<file path="src/rtl/lcd_ctrl_pkg.sv">
// Shared types and constants for the HD44780 timing controller.
// Used by lcd_timing_ctrl and lcd_delay_cnt.
package lcd_ctrl_pkg;

  typedef enum logic [2:0] {
    IDLE,
    SETUP,
    PULSE,
    HOLD,
    WAIT
  } lcd_state_e;

  localparam int LCD_ON_BIT = 31;
  localparam int LCD_RS_BIT = 10;
  localparam int LCD_RW_BIT = 9;

  localparam logic [7:0] CMD_CLEAR = 8'h01;
  localparam logic [7:0] CMD_HOME  = 8'h02;

  typedef struct packed {
    logic       rs;
    logic       rw;
    logic [7:0] data;
  } lcd_xact_t;

  // A zero-length phase still occupies one cycle.
  function automatic int cyc_load(input int n);
    return (n < 1) ? 0 : n - 1;
  endfunction

  // Clear (0x01) and home (0x02/0x03) need the long execution wait.
  function automatic logic is_long(input lcd_xact_t x);
    return !x.rs && !x.rw &&
           ((x.data == CMD_CLEAR) ||
            (x.data[7:1] == CMD_HOME[7:1]));
  endfunction

endpackage

</file>
<file path="src/rtl/lcd_delay_cnt.sv">
// Loadable down-counter timing each controller phase.
// o_done is high while the count sits at zero.
module lcd_delay_cnt #(
  parameter int CNT_W = 17
) (
  input  logic             i_clk,
  input  logic             i_rst,
  input  logic             i_load,
  input  logic [CNT_W-1:0] i_load_val,
  output logic             o_done
);

  logic [CNT_W-1:0] cnt_q;
  logic [CNT_W-1:0] cnt_d;

  always_comb begin
    cnt_d = cnt_q;
    if (i_load) begin
      cnt_d = i_load_val;
    end else if (cnt_q != '0) begin
      cnt_d = cnt_q - 1'b1;
    end
  end

  always_ff @(posedge i_clk) begin
    if (i_rst) begin
      cnt_q <= '0;
    end else begin
      cnt_q <= cnt_d;
    end
  end

  assign o_done = (cnt_q == '0);

endmodule

</file>
<file path="src/rtl/lcd_timing_ctrl.sv">
// Replays LCD register writes onto an HD44780 bus with E timing.
// Define LCD_OVERRUN_FLAG_EN to enable the sticky o_overrun flag.
module lcd_timing_ctrl
  import lcd_ctrl_pkg::*;
#(
  parameter int SETUP_CYC     = 4,
  parameter int PULSE_CYC     = 25,
  parameter int HOLD_CYC      = 2,
  parameter int EXEC_CYC      = 2500,
  parameter int LONG_EXEC_CYC = 82000,
  parameter int CNT_W         = 17
) (
  input  logic        i_clk,
  input  logic        i_rst,
  input  logic [31:0] i_lcd_reg,
  input  logic        i_ovr_clr,
  output logic        o_lcd_on,
  output logic        o_lcd_en,
  output logic        o_lcd_rs,
  output logic        o_lcd_rw,
  output logic [7:0]  o_lcd_data,
  output logic        o_lcd_data_oe,
  output logic        o_busy,
  output logic        o_overrun
);

  localparam logic [CNT_W-1:0] LD_SETUP = CNT_W'(cyc_load(SETUP_CYC));
  localparam logic [CNT_W-1:0] LD_PULSE = CNT_W'(cyc_load(PULSE_CYC));
  localparam logic [CNT_W-1:0] LD_HOLD  = CNT_W'(cyc_load(HOLD_CYC));
  localparam logic [CNT_W-1:0] LD_EXEC  = CNT_W'(cyc_load(EXEC_CYC));
  localparam logic [CNT_W-1:0] LD_LONG  = CNT_W'(cyc_load(LONG_EXEC_CYC));

  lcd_state_e       state_q, state_d;
  lcd_xact_t        samp_q, samp_d;
  lcd_xact_t        prev_q, prev_d;
  lcd_xact_t        xact_q, xact_d;
  lcd_xact_t        slot_q, slot_d;
  logic             slot_v_q, slot_v_d;
  logic             busy_q, busy_d;
  logic             on_q, on_d;
  logic             ev;
  logic             wait_end;
  logic             ovr_set;
  logic             cnt_ld;
  logic [CNT_W-1:0] cnt_val;
  logic             cnt_done;
  logic             unused_bits;

  assign unused_bits = ^{i_lcd_reg[30:11], i_lcd_reg[8]};

  assign samp_d = '{rs:   i_lcd_reg[LCD_RS_BIT],
                    rw:   i_lcd_reg[LCD_RW_BIT],
                    data: i_lcd_reg[7:0]};
  assign prev_d = samp_q;
  assign on_d   = i_lcd_reg[LCD_ON_BIT];
  assign ev     = (samp_q != prev_q);

  lcd_delay_cnt #(
    .CNT_W(CNT_W)
  ) u_cnt (
    .i_clk     (i_clk),
    .i_rst     (i_rst),
    .i_load    (cnt_ld),
    .i_load_val(cnt_val),
    .o_done    (cnt_done)
  );

  always_comb begin
    state_d  = state_q;
    xact_d   = xact_q;
    slot_d   = slot_q;
    slot_v_d = slot_v_q;
    ovr_set  = 1'b0;
    cnt_ld   = 1'b0;
    cnt_val  = LD_SETUP;
    wait_end = (state_q == WAIT) && cnt_done;

    unique case (state_q)
      IDLE: begin
        if (ev) begin
          state_d = SETUP;
          xact_d  = samp_q;
          cnt_ld  = 1'b1;
        end
      end
      SETUP: begin
        if (cnt_done) begin
          state_d = PULSE;
          cnt_ld  = 1'b1;
          cnt_val = LD_PULSE;
        end
      end
      PULSE: begin
        if (cnt_done) begin
          state_d = HOLD;
          cnt_ld  = 1'b1;
          cnt_val = LD_HOLD;
        end
      end
      HOLD: begin
        if (cnt_done) begin
          state_d = WAIT;
          cnt_ld  = 1'b1;
          cnt_val = is_long(xact_q) ? LD_LONG : LD_EXEC;
        end
      end
      WAIT: begin
        if (cnt_done) begin
          // Slot launches first; a coincident event refills it.
          if (slot_v_q) begin
            state_d  = SETUP;
            xact_d   = slot_q;
            cnt_ld   = 1'b1;
            slot_v_d = ev;
            slot_d   = samp_q;
          end else if (ev) begin
            state_d = SETUP;
            xact_d  = samp_q;
            cnt_ld  = 1'b1;
          end else begin
            state_d = IDLE;
          end
        end
      end
      default: state_d = IDLE;
    endcase

    if (ev && (state_q != IDLE) && !wait_end) begin
      ovr_set  = slot_v_q;
      slot_v_d = 1'b1;
      slot_d   = samp_q;
    end

    busy_d = (state_d != IDLE) || slot_v_d;
  end

  always_ff @(posedge i_clk) begin
    if (i_rst) begin
      state_q  <= IDLE;
      samp_q   <= '0;
      prev_q   <= '0;
      xact_q   <= '0;
      slot_q   <= '0;
      slot_v_q <= 1'b0;
      busy_q   <= 1'b0;
      on_q     <= 1'b0;
    end else begin
      state_q  <= state_d;
      samp_q   <= samp_d;
      prev_q   <= prev_d;
      xact_q   <= xact_d;
      slot_q   <= slot_d;
      slot_v_q <= slot_v_d;
      busy_q   <= busy_d;
      on_q     <= on_d;
    end
  end

`ifdef LCD_OVERRUN_FLAG_EN
  logic ovr_q, ovr_d;

  // A coincident set beats the clear.
  assign ovr_d = ovr_set || (ovr_q && !i_ovr_clr);

  always_ff @(posedge i_clk) begin
    if (i_rst) begin
      ovr_q <= 1'b0;
    end else begin
      ovr_q <= ovr_d;
    end
  end

  assign o_overrun = ovr_q;
`else
  logic unused_ovr;

  assign unused_ovr = ovr_set ^ i_ovr_clr;
  assign o_overrun  = 1'b0;
`endif

  assign o_lcd_on      = on_q;
  assign o_lcd_en      = (state_q == PULSE);
  assign o_lcd_rs      = xact_q.rs;
  assign o_lcd_rw      = xact_q.rw;
  assign o_lcd_data    = xact_q.data;
  assign o_lcd_data_oe = (state_q != IDLE) && !xact_q.rw;
  assign o_busy        = busy_q;

endmodule

</file>
<file path="config.mk">
export PLATFORM = sky130hd
export DESIGN_NAME = lcd_timing_ctrl
export DESIGN_NICKNAME = d
export VERILOG_FILES = /design/src/rtl/lcd_ctrl_pkg.sv /design/src/rtl/lcd_delay_cnt.sv /design/src/rtl/lcd_timing_ctrl.sv
export SDC_FILE = /design/constraint.sdc
export NUM_CORES = 1
export LEC_CHECK = 0
export ABC_AREA = 1
export BUFFER_PORTS_ARGS = -buffer_cell sky130_fd_sc_hd__buf_2
export CAP_MARGIN = 20
export CORE_MARGIN = 2
export CORE_UTILIZATION = 51
export DETAILED_ROUTE_END_ITERATION = 12
export HOLD_SLACK_MARGIN = 0.12
export PLACE_DENSITY_LB_ADDON = 0.2
export SLEW_MARGIN = 20
export SYNTH_ARGS = -nofsm -noshare
export SYNTH_HDL_FRONTEND = slang
export SYNTH_HIERARCHICAL = 1
export SYNTH_SLANG_ARGS = --single-unit
</file>
<file path="constraint.sdc">
create_clock -name i_clk -period 3 [get_ports i_clk]
set_input_delay 0.15 -clock i_clk [delete_from_list [all_inputs] [get_ports i_clk]]
set_output_delay 0.15 -clock i_clk [all_outputs]
set_load 0.05 [all_outputs]
</file>
Yosys cells after proc, flatten, opt, wreduce, memory -nomap -nowiden --
Cells that the tools add are included.
Storage, ports and cells: input port bits 35, register bits after elaboration 63, output and inout bits 15, word-level logic and storage cells 82
Operators by class: equal/unequal tests 8, reduce and logical (&&, ||, !) cells 24, mux-type cells 32, add/subtract/negate cells 1
Operator list (count):
- $mux W10 | 7
- $mux W17 | 4
- $pmux W17 S3 | 1
- $pmux W10 S2 | 1
- $logic_not A17 Y1 | 1
- $reduce_bool A17 Y1 | 1
- $sub A17 B1 Y17 const B | 1
- $mux W3 | 5
- $pmux W3 S5 | 1
- $mux W1 | 10
- $ne A10 B10 Y1 | 1
- $reduce_bool A2 Y1 | 5
- $eq A8 B1 Y1 const B | 1
- $eq A7 B1 Y1 const B | 1
- $eq A3 B2 Y1 const B | 2
- $logic_and A1 B1 Y1 | 6
- $reduce_bool A3 Y1 | 2
- $mux W5 | 1
- $eq A3 B1 Y1 const B | 1
- $eq A3 B3 Y1 const B | 1
- $logic_not A1 Y1 | 3
- $logic_not A3 Y1 | 1
- $pmux W1 S3 | 1
- $reduce_and A3 Y1 | 1
- 5 further kinds | 6

Logic depth before layout (Yosys ltp) --
Gate-level depths: netlist of the first run.
depth after elaboration 7, gate-level depth with buffers 16, gate-level depth less buffers 15

Cells and area by module --
The synthesis of the first run kept the hierarchy.
By module, submodules not included:
- lcd_timing_ctrl | area each 2163.3 um2, sequential area each 920.9 um2, cells each 299, instances 1
- lcd_delay_cnt | area each 1177.4 um2, sequential area each 340.3 um2, cells each 188, instances 1

Worst setup path before layout of the first run --
Ideal clock, no wire load.
path kind register to register, start point reg u_cnt.cnt_q[0], end point reg u_cnt.cnt_q[11], data arrival time 2165 ps, buffers on the path 1, stages on the path, launching flop included 17, setup slack 708 ps, library setup time 128 ps, cells stage by stage dfxtp_1 -> inv_1 -> ha_1 -> nand2_4 -> nor2_8 -> nand4_4 -> nor2_2 -> inv_1 -> nor2_2 -> nand2_1 -> nand3b_1 -> inv_1 -> buf_4 -> nand3_1 -> nand2_1 -> nand2_1 -> nor2_1
Between the ends: word-level cells in the longest chain between the ends 4
Ends and longest elaborated chain:
- from (decl) | RTL line lcd_delay_cnt.sv:13 | logic [CNT_W-1:0] cnt_q;
- from (signal assigned) | RTL line lcd_delay_cnt.sv:29 | cnt_q <= cnt_d;
- $logic_not A17 Y1 * | RTL line lcd_delay_cnt.sv:33 | assign o_done = (cnt_q == '0);
- via cnt_done | RTL line lcd_timing_ctrl.sv:46 | logic cnt_done;
- $mux W1 (on tied branches)
- $pmux W1 S3 * | RTL line lcd_timing_ctrl.sv:78 | unique case (state_q)
- via cnt_ld | RTL line lcd_timing_ctrl.sv:44 | logic cnt_ld;
- $mux W17 / $reduce_bool A2 Y1 (equally long branches)
Mark *: on every way through the listed nets, which the timed path passes. The rest lies on a longest branch. The select of a mux whose other input is x is not followed. A chain may end at the register's enable or synchronous reset.

Worst setup path in the final report of the first run --
start point reg u_cnt.cnt_q[0], end point reg u_cnt.cnt_q[1]
The elaborated chain is that of the path after synthesis.

==> results of run 1 <==
-- path summary, 6_finish.rpt --
| path | end | startpoint |
|---|---|---|
| setup / recovery | u_cnt/cnt_q[1] | u_cnt/cnt_q[0] |
| hold / removal | u_cnt/cnt_q[14] | i_rst |
| setup reg to reg | u_cnt/cnt_q[1] | u_cnt/cnt_q[0] |
| hold reg to reg | prev_q[2] | prev_d[2] |
-- synth_stat cells, drive strengths merged, types with 2 or more instances --
cell type,instances,share of area (%)
dfxtp,63,38
nor3,5,0.75
a21oi,27,5.1
nor2,86,12
xnor2,3,0.79
nand3b,2,0.45
o21ai,14,2.1
or2,11,2.1
mux2i,2,0.60
xor2,3,0.79
nand2,142,17
buf,12,2.6
clkbuf,6,0.71
nand3,37,6.9
nand4,5,1.8
inv,64,7.2
-- per-layer routing --
| metal | up-vias | global-route usage, % | share of wire, % | wire [um] |
|---|---|---|---|---|
| met3 | 11 | 5.93 | 3.7 | 252 |
| met4 | 0 | 7.36 | 1.6 | 108 |
| li1 | 1568 | - | - | - |
| met5 | - | 0 | 0 | 0 |
| met1 | 1314 | 24.1 | 46 | 3120 |
| met2 | 45 | 35.0 | 49 | 3370 |
-- logic make-up after synthesis --
family / after synthesis
and+or+nand+nor: 290
buffers and inverters: 82
DFF: 63
AOI/OAI and AO/OA: 42
xor gates and xnor gates: 6
muxes: 2
adders and majority gates: 1
other: 1
-- stage by stage --
| step | hold WS, ns | cell area (um^2) |
|---|---|---|
| 4_1_cts | 0.281 | 3820 |
| 2_1_floorplan | 0.257 | 3360 |
| 6_report | 0.285 | 3820 |
| 5_1_grt | 0.305 | 3820 |
| 3_5_place_dp | 0.358 | 3520 |
| 3_3_place_gp | 0.348 | 3520 |
-- final cells by class --
| type | count | area [um^2] | area share [%] |
|---|---|---|---|
| multi-input combinational | 348 | 1750 | 45.8 |
| sequential | 63 | 1260 | 33.0 |
| clock inverter | 4 | 28.8 | 0.753 |
| tap | 77 | 96.3 | 2.52 |
| inverter | 64 | 240 | 6.29 |
| clock buffer | 12 | 165 | 4.32 |
| timing repair buffer | 42 | 278 | 7.27 |
-- cell usage in the layout (no fill, tap or decap), types with 7 or more instances in the layout --
master,synthesis,layout
nand3_1,28,28
dlygate4sd3_1,0,11
nor2_2,7,7
conb_1,1,7
inv_1,56,56
a21oi_2,9,9
buf_2,3,26
nand2_1,134,134
inv_2,8,8
or2_0,11,11
a21oi_1,18,18
dfxtp_1,63,63
clkbuf_8,0,12
nor2_1,73,73
nand3_2,9,9
o21ai_0,12,12
-- flip-flops by register name, indices dropped and copies added, names as in the netlist --
name         flops
u_cnt/cnt_q     17
prev_d          10
prev_q          10
slot_q          10
o_lcd_data       8
state_q          3
o_busy           1
o_lcd_on         1
o_lcd_rs         1
o_lcd_rw         1
slot_v_q         1
-- power by group through the flow --
stage | registers [mW] | clock network [mW] | logic (mW)
floorplan | 1.30 | 0 | 1.36
global placement | 1.16 | 0 | 1.78
detailed placement | 1.17 | 0 | 1.80
CTS | 1.15 | 0.727 | 1.82
global route | 1.18 | 0.755 | 2.03
finish | 1.15 | 0.701 | 1.81
==> summary.txt, run 1 <==
Status
  – Outcome: completed

Drt
  – Avg Vias per Cell: 4.82
  – DRT iter0 DRCs: 140
  – Vias: a little under 3000
  – DR DRC count: 0
  – Detailed Route WL: slightly below 7 mm
  – ANT nets after route: 0
  – Pre-antenna DRT Iters: 4
  – Avg WL per Cell: around 11 um

Worst setup path
  – Critical path required time: about 3.3 ns
  – Worst setup SP type: register
  – Slowest-stage cell, CP: dfxtp_1
  – Crit-path cells: inv_1, ha_1, nand2_4, nor2_8, nand4_4, nor2_2, inv_1, nor2_2, nand2_1, nand3b_1, inv_1, nand4_4, nand2_1, a21oi_1
  – Most frequent cell on the critical path: inv_1
  – Critical path class: reg2reg
  – CP Max Fanout: 14
  – CP peak stage delay: ~0.32 ns
  – CP bufs+invs: 3
  – R2R setup slack: ~0.34 ns
  – Crit. End Element: register
  – CP Depth: 14
  – CP delay by family, top: simple AND/OR/NAND/NOR gates
  – CP arrival: approximately 2.9 ns
  – Reg2Reg Depth: 14

STA
  – Slew margin rel.: 59.7%
  – Least-Margin Pin Slew: 0.599 ns
  – Endpoints failing hold: 0
  – Fmax: about 380 MHz
  – Fin crit share: roughly 89%
  – RSZ-0062 raised after global routing: no
  – Max-slew violation count: 0
  – Tmin final: 2.66 ns
  – Setup ws final: between 0.3 and 0.4 ns
  – Final setup viols: 0
  – Setup Skew: about 0.0063 ns
  – Sum of negative setup slack: 0 ns

Job
  – # Max-Cap Violations: 0

Floorplanning
  – I/O pin count: 50
  – Core Rows: 29
  – Initial core utilization: a little over half
  – Die width: 84.9 um
  – Die Ht: 84.9 um
  – Die footprint: 7210 um^2
  – Core box area: about 6300 um^2

Logic synthesis
  – Post-synthesis compound-gate area fraction: 7.75%
  – Post-Synth XOR/XNOR Area: under 10%
  – Largest family of logic cells by synthesized area: simple AND/OR/NAND/NOR gates
  – Mapped Area: around 3300 um^2
  – YS warnings: 6
  – Synthesized area per cell: about 6.9 um^2
  – Seq/Total Area, Yosys: 37.8%
  – Synth Area in Simple Gates: roughly two fifths
  – Mapped Cells: about 490
  – Mux share of post-synthesis cell area: 0.599%
  – Adder-cell share of the synthesized area: less than 1%
  – Flops & latches, synth: 63
  – Synth async-reset ratio: 0%
  – EDFF count, synth: 0
  – Netlist cell types: 36
  – Predominant post-synthesis flop cell: dfxtp_1

CTS
  – Resized Gates After CTS: 0
  – TritonCTS clock tree: built
  – Level count of the clock H-tree: 3
  – CTS Buffer Depth: 2
  – Hold_buf cts: 11
  – Worst-path clk slew: around 0.070 ns
  – Clock sink count: between 60 and 70
  – Num CTS Buffers: 9
  – Clock Latency Late Sink: 0.35 ns
  – Root Driver: clkbuf_8
  – Setup Buffers After CTS: 0

Placed design
  – Hpwl dp: roughly 4.8 mm
  – Dpl ws: 0.337 ns
  – Routability congestion estimate: around 0.8
  – PortBufs: 26
  – Dpl cells: 583

GRT
  – Antenna violations before repair: 0
  – Tot GR Track Use: about a fifth
  – Vias in the first global route: roughly 2700
  – Pin count of the biggest net entering global routing: 28
  – Global-route wire length before repair: approximately 12 mm
  – Remaining global-route overflow: 0

Power and ir drop
  – Power share of the clock group: 19.1%
  – Combinational power share: a little under 50%
  – Seq pwr share: between 30% and 40%
  – Switch share: between 40% and 50%
  – Final Power: around 3.7 mW
  – Leak: approximately 1.8 nW
  – Switching power: approximately 1.7 mW
  – Worst ir drop on vdd: between 0.4 and 0.5 mV
  – Cell Pwr Density: between 900 and 1000 nW/um^2
  – Int Power: roughly 2.0 mW

Final layout
  – Final Non-Filler Cells: 610
  – Final #Nets: approximately 560
  – Layout area overhead: 14.3%
  – Share of post-route cells with drive strength above 1: roughly 18%
  – Filler instances: 609
  – Core Util, Final: 60.2%
  – # diodes: 0

Hold path
  – Hold path depth: 2
  – Min-delay worst type: in2reg
No activity file was read; power rests on OpenSTA's default activity.
==> inputs of run 2 (changes only) <==
--- a/config.mk
+++ b/config.mk
@@ -8,7 +8,6 @@
 export ABC_AREA = 1
 export BUFFER_PORTS_ARGS = -buffer_cell sky130_fd_sc_hd__buf_2
 export CAP_MARGIN = 20
-export CORE_MARGIN = 2
 export CORE_UTILIZATION = 51
 export DETAILED_ROUTE_END_ITERATION = 12
 export HOLD_SLACK_MARGIN = 0.12
==> summary.txt, run 2 (synthesized netlist as in run 1, its figures left out) <==
Placed design
  – Routability congestion estimate: 0.884
  – PortBufs: 26
  – Placement-stage cell area: 3520 um^2
  – Dpl cells: a little under 600
  – Hpwl dp: slightly below 5 mm

Hold path
  – Min-delay worst type: in2reg
  – Hold path depth: 2
  – Hold_sp: i_rst

Floorplanning
  – Die Ht: roughly 83 um
  – Initial core utilization: between 50% and 60%
  – I/O pin count: 50
  – Core box area: around 6300 um^2
  – Die width: around 83 um
  – Core Rows: 29
  – Die footprint: between 6000 and 7000 um^2

Drt
  – Avg Vias per Cell: 4.82
  – Avg WL per Cell: between 10 and 15 um
  – ANT nets after route: 0
  – Vias: between 2000 and 3000
  – Detailed Route WL: around 6.9 mm
  – Pre-antenna DRT Iters: 4
  – DRT iter0 DRCs: 93
  – DR DRC count: 0

GRT
  – Antenna violations before repair: 0
  – Global-route wire length before repair: 12.2 mm
  – Vias in the first global route: 2840
  – Pin count of the biggest net entering global routing: 29
  – Tot GR Track Use: a little over a fifth
  – Remaining global-route overflow: 0

Final layout
  – # diodes: 0
  – Largest register FFs: 17
  – Final #Nets: roughly 560
  – Multi-input gate area: approximately 1800 um^2
  – Design area: between 3000 and 4000 um^2
  – Core Util, Final: about 60%
  – Most frequent cells in the layout: nand2_1 (134), nor2_1 (73), dfxtp_1 (63)
  – Share of post-route cells with drive strength above 1: 18.2%
  – Most common library cell in the layout ignoring fill and taps: nand2_1
  – Seq. cell area: 1260 um^2
  – Top reg by flops: u_cnt/cnt_q
  – Filler instances: 600
  – Final Non-Filler Cells: between 600 and 700
  – Layout area overhead: 14.0%

Worst setup path
  – CP Depth: 14
  – R2R setup slack: ~0.37 ns
  – Crit-path cells: inv_1, ha_1, nand2_4, nor2_8, nand4_4, nor2_2, inv_1, nor2_2, nand2_1, nand3b_1, inv_1, nand4_4, nand2_1, a21oi_1
  – CP Launch Point: u_cnt/cnt_q[0]
  – CP peak stage delay: approximately 0.33 ns
  – Reg2Reg Launch Point: u_cnt/cnt_q[0]
  – Setup crit end: u_cnt/cnt_q[1]
  – Crit. End Element: register
  – Capturing point of the worst reg2reg path: u_cnt/cnt_q[1]
  – CP Max Fanout: 14
  – CP bufs+invs: 3
  – CP delay by family, top: simple AND/OR/NAND/NOR gates
  – Critical path class: reg2reg
  – Reg2Reg Depth: 14
  – Critical path required time: between 3 and 4 ns
  – CP arrival: a little under 3 ns
  – Worst setup SP type: register
  – Slowest-stage cell, CP: dfxtp_1
  – Most frequent cell on the critical path: inv_1

STA
  – Max-slew violation count: 0
  – Setup Skew: 0.00810 ns
  – Final setup viols: 0
  – Endpoints failing hold: 0
  – Tmin final: roughly 2.6 ns
  – Slew margin rel.: between 60% and 70%
  – Least-Margin Pin Slew: about 0.59 ns
  – RSZ-0062 raised after global routing: no
  – Fmax: ~380 MHz
  – Fin crit share: slightly below 90%
  – Sum of negative setup slack: 0 ns

CTS
  – CTS Buffer Depth: 2
  – Resized Gates After CTS: 0
  – Worst-path clk slew: roughly 0.070 ns
  – TritonCTS clock tree: built
  – Clock Latency Late Sink: about 0.34 ns
  – Clock sink count: 63
  – Root Driver: clkbuf_8
  – Num CTS Buffers: 9
  – Level count of the clock H-tree: 3

Power and ir drop
  – Leak: between 1.5 and 2 nW
  – Worst ir drop on vdd: ~0.60 mV
  – Switching power: 1.73 mW
  – Seq pwr share: 31.6%
  – Int Power: 1.92 mW
  – Cell Pwr Density: approximately 960 nW/um^2
  – Combinational power share: approximately half
  – Power share of the clock group: between 10% and 20%
  – Switch share: 47.4%

Status
  – Outcome: completed

Job
  – # Max-Cap Violations: 0
run 2: changes by cell type in the layout (fill, tap and decap cells not counted):
cell,previous run,this run
clkinvlp_4,2,3
clkbuf_8,12,10
inv_6,0,1
run 2: worst min path at each step:
stage                           endpoint  slack [ns]
after floorplan                 o_lcd_on        0.26
after global placement         prev_d[8]        0.35
after detailed placement       prev_d[4]        0.35
after CTS                      prev_d[4]        0.27
after global routing            o_lcd_on        0.29
final                     u_cnt/cnt_q[9]        0.28
run 2: layout make-up:
type	instances	area share (%)
clock buffer	10	3.61
clock inverter	6	1.18
inverter	64	6.31
multi-input combinational	348	46.0
sequential	63	33.1
tap	77	2.53
timing repair buffer	42	7.29
run 2: through the flow:
step                      power, mW  hold WS (ns)  setup slack [ns]
final                          3.65         0.284             0.370
after global routing           3.95         0.292            0.0565
after CTS                      3.68         0.270             0.354
after detailed placement       2.98         0.355             0.399
after global placement         2.94         0.349             0.446
after floorplan                2.66         0.257             0.708
run 2: metal layers:
metal	track usage, %	vias up	routed length, um
li1	-	1570	-
met5	0	-	0
met1	24.7	1314	3120
met2	39.4	47	3480
met3	5.77	10	239
met4	7.68	0	99
run 2: timing repair:
item / 4_1_cts / 5_1_grt
hold buffers: 11 / 0
endpoints found under the setup margin: 0 / 0
buffers inserted: 0 / 0
hold endpoints to repair: 11 / 0
run 2: power by group through the flow:
stage,combinational (mW),sequential (mW),clock (mW)
global route,2.05,1.18,0.723
floorplan,1.36,1.30,0
detailed placement,1.81,1.17,0
CTS,1.83,1.15,0.691
finish,1.82,1.15,0.673
global placement,1.78,1.16,0
